$ cat config.mk
export PLATFORM = sky130hd
export DESIGN_NAME = traffic_ctrl_2way
export DESIGN_NICKNAME = d
export VERILOG_FILES = /design/src/rtl/traffic_ctrl_2way_pkg.sv /design/src/rtl/traffic_ctrl_2way_tick_gen.sv /design/src/rtl/traffic_ctrl_2way.sv
export SDC_FILE = /design/constraint.sdc
export NUM_CORES = 1
export LEC_CHECK = 0
export ABC_AREA = 1
export CAP_MARGIN = 0
export CORE_MARGIN = 4
export CORE_UTILIZATION = 30
export CTS_CLUSTER_SIZE = 16
export DETAILED_ROUTE_END_ITERATION = 16
export PLACE_DENSITY_LB_ADDON = 0.1
export SETUP_SLACK_MARGIN = 0.1
export SLEW_MARGIN = 20
export SYNTH_ARGS = -nofsm -noshare
export SYNTH_HDL_FRONTEND = slang
export SYNTH_SLANG_ARGS = --single-unit
$ cat constraint.sdc
create_clock -name clk -period 2 [get_ports clk]
set_clock_uncertainty 0.1 [all_clocks]
set_input_delay 0.5 -clock clk [delete_from_list [all_inputs] [get_ports clk]]
set_output_delay 0.5 -clock clk [all_outputs]
set_load 0.02 [all_outputs]
$ cat src/rtl/traffic_ctrl_2way_pkg.sv
// Shared light codes and controller state encoding for the two-approach
// intersection; also used by display and verification blocks.
package traffic_ctrl_2way_pkg;

  localparam logic [1:0] LED_RED    = 2'b00;
  localparam logic [1:0] LED_GREEN  = 2'b01;
  localparam logic [1:0] LED_YELLOW = 2'b10;
  localparam logic [1:0] LED_OFF    = 2'b11;

  typedef enum logic [2:0] {
    A_GREEN  = 3'd0,
    A_YELLOW = 3'd1,
    CLR_AB   = 3'd2,
    B_GREEN  = 3'd3,
    B_YELLOW = 3'd4,
    CLR_BA   = 3'd5,
    FLASH    = 3'd6
  } state_t;

endpackage

$ cat src/rtl/traffic_ctrl_2way_tick_gen.sv
// Prescaler producing a one-cycle tick every TICK_DIV clock cycles.
module tick_gen #(
  parameter int TICK_DIV = 50_000_000
) (
  input  logic clk,
  input  logic rst_n,
  output logic tick
);

  localparam int CW = (TICK_DIV > 1) ? $clog2(TICK_DIV) : 1;
  localparam logic [CW-1:0] LAST = CW'(TICK_DIV - 1);

  logic [CW-1:0] r_count;

  // rst_n is active high despite its name
  always_ff @(posedge clk or posedge rst_n) begin
    if (rst_n) begin
      r_count <= '0;
    end else if (r_count == LAST) begin
      r_count <= '0;
    end else begin
      r_count <= r_count + 1'b1;
    end
  end

  assign tick = (r_count == LAST);

endmodule

$ cat src/rtl/traffic_ctrl_2way.sv
// Two-approach intersection light controller: phase FSM, per-second phase
// timer, pedestrian request latch and night flashing mode.
module traffic_ctrl_2way
  import traffic_ctrl_2way_pkg::*;
#(
  parameter int TICK_DIV    = 50_000_000,
  parameter int GREEN_S     = 15,
  parameter int YELLOW_S    = 3,
  parameter int ALLRED_S    = 1,
  parameter int MIN_GREEN_S = 5,
  parameter int TW          = 6
) (
  input  logic          clk,
  input  logic          rst_n,
  input  logic          night_mode,
  input  logic          ped_req,
  output logic [1:0]    led_a,
  output logic [1:0]    led_b,
  output logic [TW-1:0] timer_value,
  output logic          ped_walk
);

  localparam logic [TW-1:0] T_GREEN  = TW'(GREEN_S);
  localparam logic [TW-1:0] T_YELLOW = TW'(YELLOW_S);
  localparam logic [TW-1:0] T_ALLRED = TW'(ALLRED_S);
  localparam logic [TW-1:0] T_MIN    = TW'(MIN_GREEN_S);
  localparam logic [TW-1:0] T_ONE    = TW'(1);

  logic          w_tick;
  state_t        r_state, w_state_next;
  logic [TW-1:0] r_timer, w_timer_next;
  logic [1:0]    r_led_a, w_led_a_next;
  logic [1:0]    r_led_b, w_led_b_next;
  logic          r_pend, w_pend_next;
  logic          r_served, w_served_next;
  logic          r_walk, w_walk_next;
  logic          r_flash, w_flash_next;

  tick_gen #(.TICK_DIV(TICK_DIV)) u_tick_gen (
    .clk   (clk),
    .rst_n (rst_n),
    .tick  (w_tick)
  );

  always_ff @(posedge clk or posedge rst_n) begin
    if (rst_n) begin
      r_state  <= CLR_BA;
      r_timer  <= T_ALLRED;
      r_led_a  <= LED_RED;
      r_led_b  <= LED_RED;
      r_pend   <= 1'b0;
      r_served <= 1'b0;
      r_walk   <= 1'b0;
      r_flash  <= 1'b0;
    end else begin
      r_state  <= w_state_next;
      r_timer  <= w_timer_next;
      r_led_a  <= w_led_a_next;
      r_led_b  <= w_led_b_next;
      r_pend   <= w_pend_next;
      r_served <= w_served_next;
      r_walk   <= w_walk_next;
      r_flash  <= w_flash_next;
    end
  end

  always_comb begin
    w_state_next  = r_state;
    w_timer_next  = r_timer;
    w_pend_next   = r_pend | ped_req;
    w_served_next = r_served;
    w_walk_next   = r_walk;
    w_flash_next  = r_flash;

    case (r_state)
      A_GREEN, B_GREEN: begin
        if (w_tick) begin
          if (r_pend && (r_timer > T_MIN)) begin
            w_timer_next = T_MIN;
          end else if (r_timer == T_ONE) begin
            // The latched request is handed to this green; a request in the
            // same cycle stays pending for the next green.
            w_state_next  = (r_state == A_GREEN) ? A_YELLOW : B_YELLOW;
            w_timer_next  = T_YELLOW;
            w_served_next = r_pend;
            w_pend_next   = ped_req;
          end else begin
            w_timer_next = r_timer - 1'b1;
          end
        end
      end
      A_YELLOW, B_YELLOW: begin
        if (w_tick) begin
          if (r_timer == T_ONE) begin
            w_state_next  = (r_state == A_YELLOW) ? CLR_AB : CLR_BA;
            w_timer_next  = T_ALLRED;
            w_walk_next   = r_served;
            w_served_next = 1'b0;
          end else begin
            w_timer_next = r_timer - 1'b1;
          end
        end
      end
      CLR_AB, CLR_BA: begin
        if (w_tick) begin
          if (r_timer == T_ONE) begin
            w_walk_next = 1'b0;
            if (night_mode) begin
              w_state_next = FLASH;
              w_timer_next = '0;
              w_flash_next = 1'b0;
            end else begin
              w_state_next = (r_state == CLR_AB) ? B_GREEN : A_GREEN;
              w_timer_next = T_GREEN;
            end
          end else begin
            w_timer_next = r_timer - 1'b1;
          end
        end
      end
      FLASH: begin
        if (w_tick) begin
          if (!night_mode) begin
            w_state_next = CLR_BA;
            w_timer_next = T_ALLRED;
          end else begin
            w_flash_next = ~r_flash;
          end
        end
      end
      default: begin
        w_state_next  = CLR_BA;
        w_timer_next  = T_ALLRED;
        w_walk_next   = 1'b0;
        w_served_next = 1'b0;
        w_flash_next  = 1'b0;
      end
    endcase

    // Lights are decoded from the next state so they register with it
    w_led_a_next = LED_RED;
    w_led_b_next = LED_RED;
    case (w_state_next)
      A_GREEN:  w_led_a_next = LED_GREEN;
      A_YELLOW: w_led_a_next = LED_YELLOW;
      B_GREEN:  w_led_b_next = LED_GREEN;
      B_YELLOW: w_led_b_next = LED_YELLOW;
      FLASH: begin
        w_led_a_next = w_flash_next ? LED_OFF : LED_YELLOW;
        w_led_b_next = w_flash_next ? LED_OFF : LED_YELLOW;
      end
      default: ;
    endcase
  end

  assign led_a       = r_led_a;
  assign led_b       = r_led_b;
  assign timer_value = r_timer;
  assign ped_walk    = r_walk;

endmodule
==> Yosys cells after proc, flatten, opt, wreduce, memory -nomap -nowiden <==
Index checks and enable logic that the tools add are counted.
{ "word_totals": {"inputBits": 4, "output_inout_bits": 11, "wordCells": 97, "register_bits": 43} }
{ "op_classes": {"n_eq_ne": 21, "order_cmp": 1, "addsub": 2, "n_mux": 48, "n_bitwise": 4, "n_reduce_logical": 12} }
{ "op_table": {"columns": ["operator", "count"], "rows": [
  ["two-way mux 6 bit", 9],
  ["two-way mux 3 bit", 12],
  ["adder 26 x 1 -> 26 bit, second input constant", 1],
  ["equality test 26 bit, second input constant", 1],
  ["two-way mux 26 bit", 1],
  ["case mux 6 bit (4 select lines)", 1],
  ["two-way mux 1 bit", 17],
  ["equality test 3 bit, second input constant", 5],
  ["case mux 2 bit (3 select lines)", 2],
  ["case mux 3 bit (4 select lines)", 1],
  ["!= test 2 bit, second input constant", 5],
  ["AND reduction 5 bit", 2],
  ["equality test 3 x 2 -> 1 bit, second input constant", 3],
  ["case mux 1 bit (3 select lines)", 3],
  ["!= test 2 x 1 -> 1 bit, second input constant", 4],
  ["equality test 3 x 1 -> 1 bit, second input constant", 2],
  ["equality test 6 x 1 -> 1 bit, second input constant", 1],
  ["> comparator 6 x 3 -> 1 bit, second input constant", 1],
  ["zero test 3 bit", 2],
  ["AND reduction 6 bit", 1],
  ["OR reduction 2 bit", 3],
  ["OR reduction 3 bit", 2],
  ["subtractor 6 x 1 -> 6 bit, second input constant", 1],
  ["two-way mux 4 bit", 1],
  ["5 further kinds", 7]
]} }

==> Depth between registers and ports, before layout <==
Gate-level depths: netlist of run 1.
{ "logic_depth": {"ltp_word": 8, "depth_mapped": 15, "mapped_depth_nobuf": 14} }

==> Modules after synthesis <==
From an unflattened synthesis of run 1, not the netlist that was laid out.
{ "unflattened": {"hier_cells": 395, "area_unflattened_um2": 2865.2} }
{ "by_module_without_submodules": {"columns": ["mod", "area_each_um2", "cells_each", "seq_area_each_um2", "n_inst"], "rows": [
  ["tick_gen", 1584.0, 215, 650.6, 1],
  ["traffic_ctrl_2way", 1281.2, 180, 429.2, 1]
]} }

==> Worst setup path before layout of run 1 <==
OpenSTA, ideal clock, no wires.
{ "synth_timing": {"kind": "register to register", "from": "register r_timer[0], in the netlist timer_value[0]", "to": "register r_led_a[0], in the netlist led_a[0]", "synth_period_minus_slack_ns": 1.905, "path_buffers": 0, "t_arrival_ns": 1.739, "path_stages_with_launch": 12, "required_ns": 1.834, "setup_ns": 0.066, "path_slack_ns": 0.095, "cell_sequence": "dfstp_2 -> ha_1 -> nand2_1 -> nor2_2 -> nand2_1 -> nand2_1 -> nand3_1 -> nand3_1 -> nand3_1 -> nor2_1 -> nand4_1 -> nand2_1"} }
{ "synth_between": {"elab_chain_cells": 7, "elab_cells_between_ends": 19, "classes_between": "order compare (1); eq/ne (3); mux (13); reduce/logical (2)"} }
{ "synth_lines": {"columns": ["element", "line_no", "rtl"], "rows": [
  ["start, declared", "traffic_ctrl_2way.sv:31", "logic [TW-1:0] r_timer, w_timer_next;"],
  ["start signal, assigned", "traffic_ctrl_2way.sv:57", "r_timer <= w_timer_next;"],
  ["> comparator 6 x 3 -> 1 bit or equality test 6 x 1 -> 1 bit (tied branches)", null, null],
  ["logical AND 1 bit or two-way mux 3 bit (tied branches)", "traffic_ctrl_2way.sv:78, traffic_ctrl_2way.sv:80", null],
  ["two-way mux 3 bit", "traffic_ctrl_2way.sv:78", "if (r_pend && (r_timer > T_MIN)) begin"],
  ["two-way mux 3 bit", "traffic_ctrl_2way.sv:77", "if (w_tick) begin"],
  ["case mux 3 bit (4 select lines)", "traffic_ctrl_2way.sv:75", "case (r_state)"],
  ["equality test 3 bit (tied with other cells)", "traffic_ctrl_2way.sv:143", "case (w_state_next)"],
  ["case mux 2 bit (3 select lines) (*)", "traffic_ctrl_2way.sv:143", null],
  ["via w_led_a_next[0]", "traffic_ctrl_2way.sv:32", "logic [1:0] r_led_a, w_led_a_next;"],
  ["end signal, assigned", "traffic_ctrl_2way.sv:58", "r_led_a <= w_led_a_next;"],
  ["end, declared", "traffic_ctrl_2way.sv:32", null]
]} }
Mark *: on every way through the listed nets, which the timed path passes. The rest lies on a longest branch.
A chain may end at the register's enable or synchronous reset.

==> Worst setup path after layout of run 1 <==
{ "layout_timing": {"from": "register r_timer[0], in the netlist timer_value[0]", "to": "register r_led_b[0], in the netlist led_b[0]"} }
{ "layout_between": {"elab_chain_cells": 7, "elab_cells_between_ends": 19, "classes_between": "order compare (1); eq/ne (4); mux (13); reduce/logical (1)"} }
{ "layout_lines": {"columns": ["element", "line_no", "rtl"], "rows": [
  ["> comparator 6 x 3 -> 1 bit or equality test 6 x 1 -> 1 bit (tied branches)", null, null],
  ["logical AND 1 bit or two-way mux 3 bit (tied branches)", "traffic_ctrl_2way.sv:78, traffic_ctrl_2way.sv:80", null],
  ["two-way mux 3 bit", "traffic_ctrl_2way.sv:78", null],
  ["two-way mux 3 bit", "traffic_ctrl_2way.sv:77", null],
  ["case mux 3 bit (4 select lines)", "traffic_ctrl_2way.sv:75", null],
  ["equality test 3 bit or equality test 3 x 2 -> 1 bit (tied branches)", "traffic_ctrl_2way.sv:143", null],
  ["case mux 2 bit (3 select lines) (*)", "traffic_ctrl_2way.sv:143", null],
  ["via w_led_b_next[0]", "traffic_ctrl_2way.sv:33", "logic [1:0] r_led_b, w_led_b_next;"],
  ["end signal, assigned", "traffic_ctrl_2way.sv:59", "r_led_b <= w_led_b_next;"],
  ["end, declared", "traffic_ctrl_2way.sv:33", null]
]} }
Marked as above.

==> results.sh, run 1 <==
export IMPL_multi_input_area_um2=1818
export IMPL_cts_tree="done"
export IMPL_crit_chain="ha_4 > nand2_2 > nor2_4 > nand2_2 > nand2_1 > nand3_2 > nand3_2 > nand3_1 > nor2_2 > nand4_1 > nand2_1"
export IMPL_syn_nets=393
export IMPL_io_buffer_count=14
export IMPL_num_rows=35
export IMPL_ys_flop_type="dfrtp_1"
export IMPL_seq_area_um2=1084
export IMPL_vdd_drop_max_mv=0.2309
export IMPL_cts_inserted_buffers=5
export IMPL_synth_cell_types=39
export IMPL_crit_type="reg2reg"
export IMPL_async_reset_ff_share_pct=100.0
export IMPL_final_setup_tns_ps=0
export IMPL_fin_util_pct=42.54
export IMPL_first_pass_iters=4
export IMPL_min_path_type="in2async"
export IMPL_synth_top_family_by_area="simple AND/OR/NAND/NOR gates"
export IMPL_finalWirelength_um=7638
export IMPL_grt_max_degree=35
export IMPL_maxCapViolCount=0
export IMPL_p_int_mw=1.133
export IMPL_viasPerCell=4.699
export IMPL_cp_max_fo=4
export IMPL_r2r_start="timer_value[0]"
export IMPL_yosysSeqAreaShare_pct=38.10
export IMPL_cp_slowest_cell="dfstp_2"
export IMPL_wire_per_inst_um=13.42
export IMPL_diodes=0
export IMPL_synthSimpleGateAreaFrac_pct=39.60
export IMPL_status="completed"
export IMPL_seqPwrFrac_pct=59.0
export IMPL_slowest_delay_ps=580
export IMPL_fin_crit_sh_pct=97.30
export IMPL_p_clk_share_pct=38.2
export IMPL_drtIter0Drc=83
export IMPL_ys_ff_latch=43
export IMPL_maxSlewHeadroom_pct=75.15
export IMPL_clock_sinks=43
export IMPL_min_period_ps=1946
export IMPL_clockBufferDepth=2
export IMPL_synth_compound_area_share_pct=8.962
export IMPL_first_global_vias=2816
export IMPL_syn_inst=385
export IMPL_postSynthAreaPerCell_um2=7.361
export IMPL_worstMarginPinSlew_ps=370.0
export IMPL_clk_pin_slew_ps=90
export IMPL_drive_above_1_share_pct=37.12
export IMPL_total_power_mw=1.473
export IMPL_place_ws_ps=-82.46
export IMPL_initial_utilization_pct=30.82
export IMPL_dieArea_um2=11070
export IMPL_dieWidth_um=105.2
export IMPL_clock_fmax_mhz=513.9
export IMPL_synth_top_area_share_pct=35.32
export IMPL_place_gp_congestion=0.8348
export IMPL_antenna_found_initial=0
export IMPL_syn_area_um2=2834
export IMPL_core_um2=9196
export IMPL_setup_viol=0
export IMPL_yosysTopAreaCell="dfrtp_1"
export IMPL_drt_drc_violations_left=0
export IMPL_cp_end_kind="flop"
export IMPL_synth_mux_area_share_pct=0
export IMPL_swShare_pct=23.08
export IMPL_ant_nets=0
export IMPL_critPathRequiredTime_ps=2130
export IMPL_dp_hpwl_um=5855
export IMPL_leakage_nw=1.928
export IMPL_switching_power_uw=340.0
export IMPL_ios=15
export IMPL_slew_violations=0
export IMPL_cts_root_buf="clkbuf_8"
export IMPL_htree_levels=2
export IMPL_vias=2674
export IMPL_overflow=0
export IMPL_crit_start="timer_value[0]"
export IMPL_hold_buffers=0
export IMPL_rsz0062_at_grt="true"
export IMPL_syn_to_final_growth_pct=38.06
export IMPL_yosys_area_share_adder_pct=1.766
export IMPL_synth_edf_count=0
export IMPL_grt_pass1_wl_um=13180
export IMPL_layout_nets=465
export IMPL_startpoint_type="flop"
export IMPL_nFillCells=963
export IMPL_powerDensity_nw_per_um2=376.5
export IMPL_die_h_um=105.2
export IMPL_fin_ws_ps=54.04
export IMPL_synth_xor_area_share_pct=3.091
export IMPL_hold_violations=0
export IMPL_cp_arrival_ps=2080
export IMPL_track_usage_pct=14.60
export IMPL_synth_warnings=0
export IMPL_worstSkewPairLatency_ps=300
export IMPL_pwr_share_comb_pct=2.9
export IMPL_synth_area_leaders="dfrtp_1 35%, nand2_1 11%, inv_1 6.8%"
[power by group through the flow]
stage / Sequential, mW / Clock (mW) / Combinational, mW
2_1_floorplan: 0.886 / 0 / 0.0190
3_3_place_gp: 0.886 / 0 / 0.0423
3_5_place_dp: 0.886 / 0 / 0.0426
4_1_cts: 0.869 / 0.584 / 0.0439
5_1_grt: 0.869 / 0.621 / 0.0490
6_report: 0.869 / 0.562 / 0.0421
[sequential cells by signal, summed over array words and instances, names as in the netlist]
register,cells
u_tick_gen.r_count,26
led_b,2
ped_walk,1
r_pend,1
timer_value,6
r_flash,1
led_a,2
r_state,3
r_served,1
[through the flow]
step / cell area [um2] / std cells / hold WS (ps)
3_3_place_gp: 3411 / 547 / 390.0
4_1_cts: 3684 / 564 / 347.6
6_report: 3913 / 569 / 334.9
2_1_floorplan: 2836 / 385 / 329.0
5_1_grt: 3913 / 569 / 360.6
3_5_place_dp: 3411 / 547 / 394.1
[Yosys cell counts (all sizes together), types with 3 or more instances]
cell	instances
a21oi	11
dfrtp	40
dfstp	3
ha	4
inv	59
nand2	97
nand3	29
nand4	6
nor2	71
nor3	13
nor4	4
o21ai	19
or2	3
xor2	9
[worst max-delay path, delay by kind of cell (launching register included)]
kind | cells | cell delay [ps]
fa+ha+maj | 1 | 160
flops | 1 | 580
simple gates | 10 | 1030
[final cells by class]
cell class	instances	share of cell area [%]
inverter	60	6.012
multi-input combinational	281	46.47
clock buffer	8	2.047
sequential	43	27.69
tap	111	3.550
timing repair buffer	66	14.23
[timing repair]
item | CTS | global route
pin swaps | 15 | 32
resized for setup | 34 | 64
buffers inserted | 8 | 5
cloned | 1 | 0
setup endpoints to repair | 19 | 31
[layout by cell type, fill, tap and decap left out, drive strengths merged, types with 3 or more instances in the layout]
master / Yosys / routed
inv: 59 / 59
clkbuf: 0 / 9
dfstp: 3 / 3
a21oi: 11 / 11
xor2: 9 / 9
dlygate4sd2: 0 / 4
o21ai: 19 / 19
nand2: 97 / 98
or2: 3 / 3
buf: 2 / 52
ha: 4 / 4
nor3: 13 / 13
nor4: 4 / 4
nand4: 6 / 6
nor2: 71 / 71
dfrtp: 40 / 40
clkdlybuf4s50: 0 / 7
nand3: 29 / 29
[routing by layer]
layer	track usage [%]	part of all wire, %	up-vias
met5	0	0	-
met4	4.311	1.6	0
met3	2.285	2.8	9
met2	25.46	49	45
met1	18.49	47	1247
li1	-	-	1373
[worst paths after layout]
check | slack, ps | end | depth (start not counted)
setup / recovery | 50 | led_b[0] | 11
hold / removal | 330 | ped_walk | 2
setup reg to reg | 50 | led_b[0] | 11
hold reg to reg | 400 | ped_walk | 2
max in group asynchronous | 920 | r_state[2] | 3
min in group clk | 400 | ped_walk | 2
[cells by family after synthesis]
kind of cell / count (synthesis)
and+or+nand+nor: 225
buffers and inverters: 62
DFF: 43
AOI/OAI and AO/OA: 41
xor gates and xnor gates: 10
adders and majority gates: 4
(Power assumes the default switching activity.)
==> run 2, diff against run 1 <==
--- a/config.mk
+++ b/config.mk
@@ -11,6 +11,7 @@
 export CORE_UTILIZATION = 30
 export CTS_CLUSTER_SIZE = 16
 export DETAILED_ROUTE_END_ITERATION = 16
+export HOLD_SLACK_MARGIN = 0.03
 export PLACE_DENSITY_LB_ADDON = 0.1
 export SETUP_SLACK_MARGIN = 0.1
 export SLEW_MARGIN = 20
==> results of run 2 <==
No change in the layout: final DEF, timing and power equal those of run 1.
==> run 3, diff against run 2 <==
--- a/config.mk
+++ b/config.mk
@@ -11,10 +11,12 @@
 export CORE_UTILIZATION = 30
 export CTS_CLUSTER_SIZE = 16
 export DETAILED_ROUTE_END_ITERATION = 16
+export GPL_ROUTABILITY_DRIVEN = 0
 export HOLD_SLACK_MARGIN = 0.03
 export PLACE_DENSITY_LB_ADDON = 0.1
 export SETUP_SLACK_MARGIN = 0.1
 export SLEW_MARGIN = 20
 export SYNTH_ARGS = -nofsm -noshare
 export SYNTH_HDL_FRONTEND = slang
+export SYNTH_HIERARCHICAL = 1
 export SYNTH_SLANG_ARGS = --single-unit
==> constraint.sdc (replaced) <==
create_clock -name clk -period 2.5 [get_ports clk]
set_clock_uncertainty 0.1 [all_clocks]
set_input_delay 0.625 -clock clk [delete_from_list [all_inputs] [get_ports clk]]
set_output_delay 0.625 -clock clk [all_outputs]
set_load 0.02 [all_outputs]
==> run 3 against run 2 <==
Against the previous run: die area grew 1.0%; synthesized area grew 1.1%; register-to-register slack gained 220 ps; critical endpoint is now timer_value[0]; sequential power shrank 20%; clock-buffer cell count is the same; design area shrank 15%; worst hold slack gained 58 ps; setup slack gained 200 ps; total power shrank 18%; synthesized cell count grew 2.6%; via count shrank 8.0%; first-iteration DRC count shrank 6.0%.
==> results.sh, run 3 <==
export IMPL_syn_area_um2=2865
export IMPL_vdd_drop_max_mv=0.1854
export IMPL_leakage_nw=1.517
export IMPL_regMostFlops="u_tick_gen/r_count"
export IMPL_cts_inserted_buffers=5
export IMPL_min_path_type="reg2reg"
export IMPL_async_reset_ff_share_pct=100.0
export IMPL_fin_crit_sh_pct=89.74
export IMPL_layout_nets=430
export IMPL_clock_sinks=43
export IMPL_ys_ff_latch=43
export IMPL_ys_flop_type="dfrtp_1"
export IMPL_crit_chain="clkdlybuf4s50_1"
export IMPL_setup_viol=0
export IMPL_syn_nets=404
export IMPL_largest_register_ffs=26
export IMPL_syn_inst=395
export IMPL_yosysSeqAreaShare_pct=37.69
export IMPL_slew_violations=0
export IMPL_clock_fmax_mhz=445.7
export IMPL_yosysMostFrequentCell="nand2_1"
export IMPL_track_usage_pct=12.61
export IMPL_rsz0062_at_grt="false"
export IMPL_wire_per_inst_um=11.97
export IMPL_whs_ps=392.7
export IMPL_yosysTopAreaCell="dfrtp_1"
export IMPL_nFillCells=1026
export IMPL_fin_ws_ps=256.5
export IMPL_critPathTopFamily="buffers and inverters"
export IMPL_first_pass_iters=4
export IMPL_final_common_cell="nand2_1"
export IMPL_overflow=0
export IMPL_diodes=0
export IMPL_io_buffer_count=14
export IMPL_crit_type="reg2out"
export IMPL_synth_edf_count=0
export IMPL_switching_power_uw=258.4
export IMPL_dieArea_um2=11180
export IMPL_synth_area_leaders="dfrtp_1 35%, nand2_1 14%, nor2_1 8.0%"
export IMPL_p_int_uw=954.9
export IMPL_synth_top_family_by_area="simple AND/OR/NAND/NOR gates"
export IMPL_status="completed"
export IMPL_maxCapViolCount=0
export IMPL_synth_warnings=6
export IMPL_cp_arrival_ps=1520
export IMPL_p_clk_share_pct=40.7
export IMPL_critPathBufInv=1
export IMPL_synthSimpleGateAreaFrac_pct=41.00
export IMPL_synth_cell_types=30
export IMPL_die_h_um=105.7
export IMPL_clockBufferDepth=2
export IMPL_drtIter0Drc=78
export IMPL_synth_compound_area_share_pct=6.900
export IMPL_initial_utilization_pct=30.86
export IMPL_worstSkewPairLatency_ps=290
export IMPL_drive_above_1_share_pct=15.88
export IMPL_syn_to_final_growth_pct=15.63
export IMPL_drt_drc_violations_left=0
export IMPL_synth_xor_area_share_pct=4.279
export IMPL_postSynthAreaPerCell_um2=7.254
export IMPL_synthTopCellsByCount="109 x nand2_1, 61 x nor2_1, 48 x inv_1"
export IMPL_place_ws_ps=147.9
export IMPL_ios=15
export IMPL_seqPwrFrac_pct=57.3
export IMPL_synth_top_area_share_pct=34.93
export IMPL_grt_max_degree=27
export IMPL_dp_hpwl_um=4996
export IMPL_hold_buffers=0
export IMPL_hold_violations=0
export IMPL_fin_util_pct=35.69
export IMPL_cp_end_kind="output port"
export IMPL_swShare_pct=21.30
export IMPL_antenna_found_initial=0
export IMPL_min_period_ps=2244
export IMPL_cp_slowest_cell="clkdlybuf4s50_1"
export IMPL_viasPerCell=4.465
export IMPL_htree_levels=2
export IMPL_ant_nets=0
export IMPL_powerDensity_nw_per_um2=366.2
export IMPL_cp_max_fo=6
export IMPL_critPathRequiredTime_ps=1770
export IMPL_first_global_vias=2471
export IMPL_maxSlewHeadroom_pct=66.13
export IMPL_grt_pass1_wl_um=11540
export IMPL_slowest_delay_ps=630
export IMPL_core_um2=9284
export IMPL_cts_tree="done"
export IMPL_startpoint_type="flop"
export IMPL_num_rows=35
export IMPL_dieWidth_um=105.7
export IMPL_yosys_area_share_adder_pct=2.183
export IMPL_pwr_share_comb_pct=2.0
export IMPL_finalWirelength_um=6594
export IMPL_final_setup_tns_ps=0
export IMPL_vias=2460
export IMPL_synth_mux_area_share_pct=0
export IMPL_final_cell_mix="107 x nand2_1, 61 x nor2_1, 48 x inv_1, 40 x dfrtp_1, 24 x nand3_1"
export IMPL_worstMarginPinSlew_ps=507.5
export IMPL_clk_pin_slew_ps=90
export IMPL_cts_root_buf="clkbuf_8"
-- run 3: cell type report --
class	count	area [um2]	area share (%)
clock buffers	8	100.1	3.021
multi-input cells	298	1578	47.62
flip-flops and latches	43	1080	32.59
well taps	129	161.4	4.872
repair buffers	22	200.2	6.042
inverters	51	193.9	5.853
-- run 3: cells by family after synthesis --
kind of cell               count (synthesis)
AOI/OAI and AO/OA                         34
xor gates and xnor gates                  14
adders and majority gates                  5
buffers and inverters                     54
DFF                                       43
and+or+nand+nor                          245
-- run 3: through the flow --
stage,power [mW],cells,cell area (um2)
6_report,1.213,551,3313
5_1_grt,1.278,551,3313
4_1_cts,1.247,547,3268
3_5_place_dp,0.7354,539,3168
3_3_place_gp,0.7355,539,3168
2_1_floorplan,0.7213,395,2870
-- run 3: what timing repair did --
action                                  4_1_cts  5_1_grt
endpoints found under the setup margin        0        4
resized for setup                             0        5
hold endpoints to repair                      0        0
buffers inserted                              0        4
-- run 3: final timing paths --
check / cells after the start / slack, ps / start / to
min in group asynchronous: 3 / 570 / rst_n / timer_value[1]
min: 2 / 390 / ped_walk / ped_walk
max in group asynchronous: 3 / 1420 / rst_n / u_tick_gen/r_count[20]
min reg2reg: 2 / 390 / ped_walk / ped_walk
max reg2reg: 14 / 270 / u_tick_gen/r_count[1] / led_a[1]
max: 1 / 260 / timer_value[0] / timer_value[0]
-- run 3: layer usage --
layer / vias up / share of wire, % / global-route usage (%)
met5: - / 0 / 0
met4: 0 / 0.59 / 3.238
met3: 2 / 2.1 / 2.082
met2: 23 / 50 / 22.36
met1: 1145 / 48 / 15.84
li1: 1290 / - / -
-- run 3: power by group through the flow --
stage          clock (mW)  sequential, mW  combinational, mW
6_report            0.494           0.695             0.0243
5_1_grt             0.554           0.695             0.0291
4_1_cts             0.525           0.695             0.0268
3_5_place_dp            0           0.709             0.0266
3_3_place_gp            0           0.709             0.0268
2_1_floorplan           0           0.709             0.0125
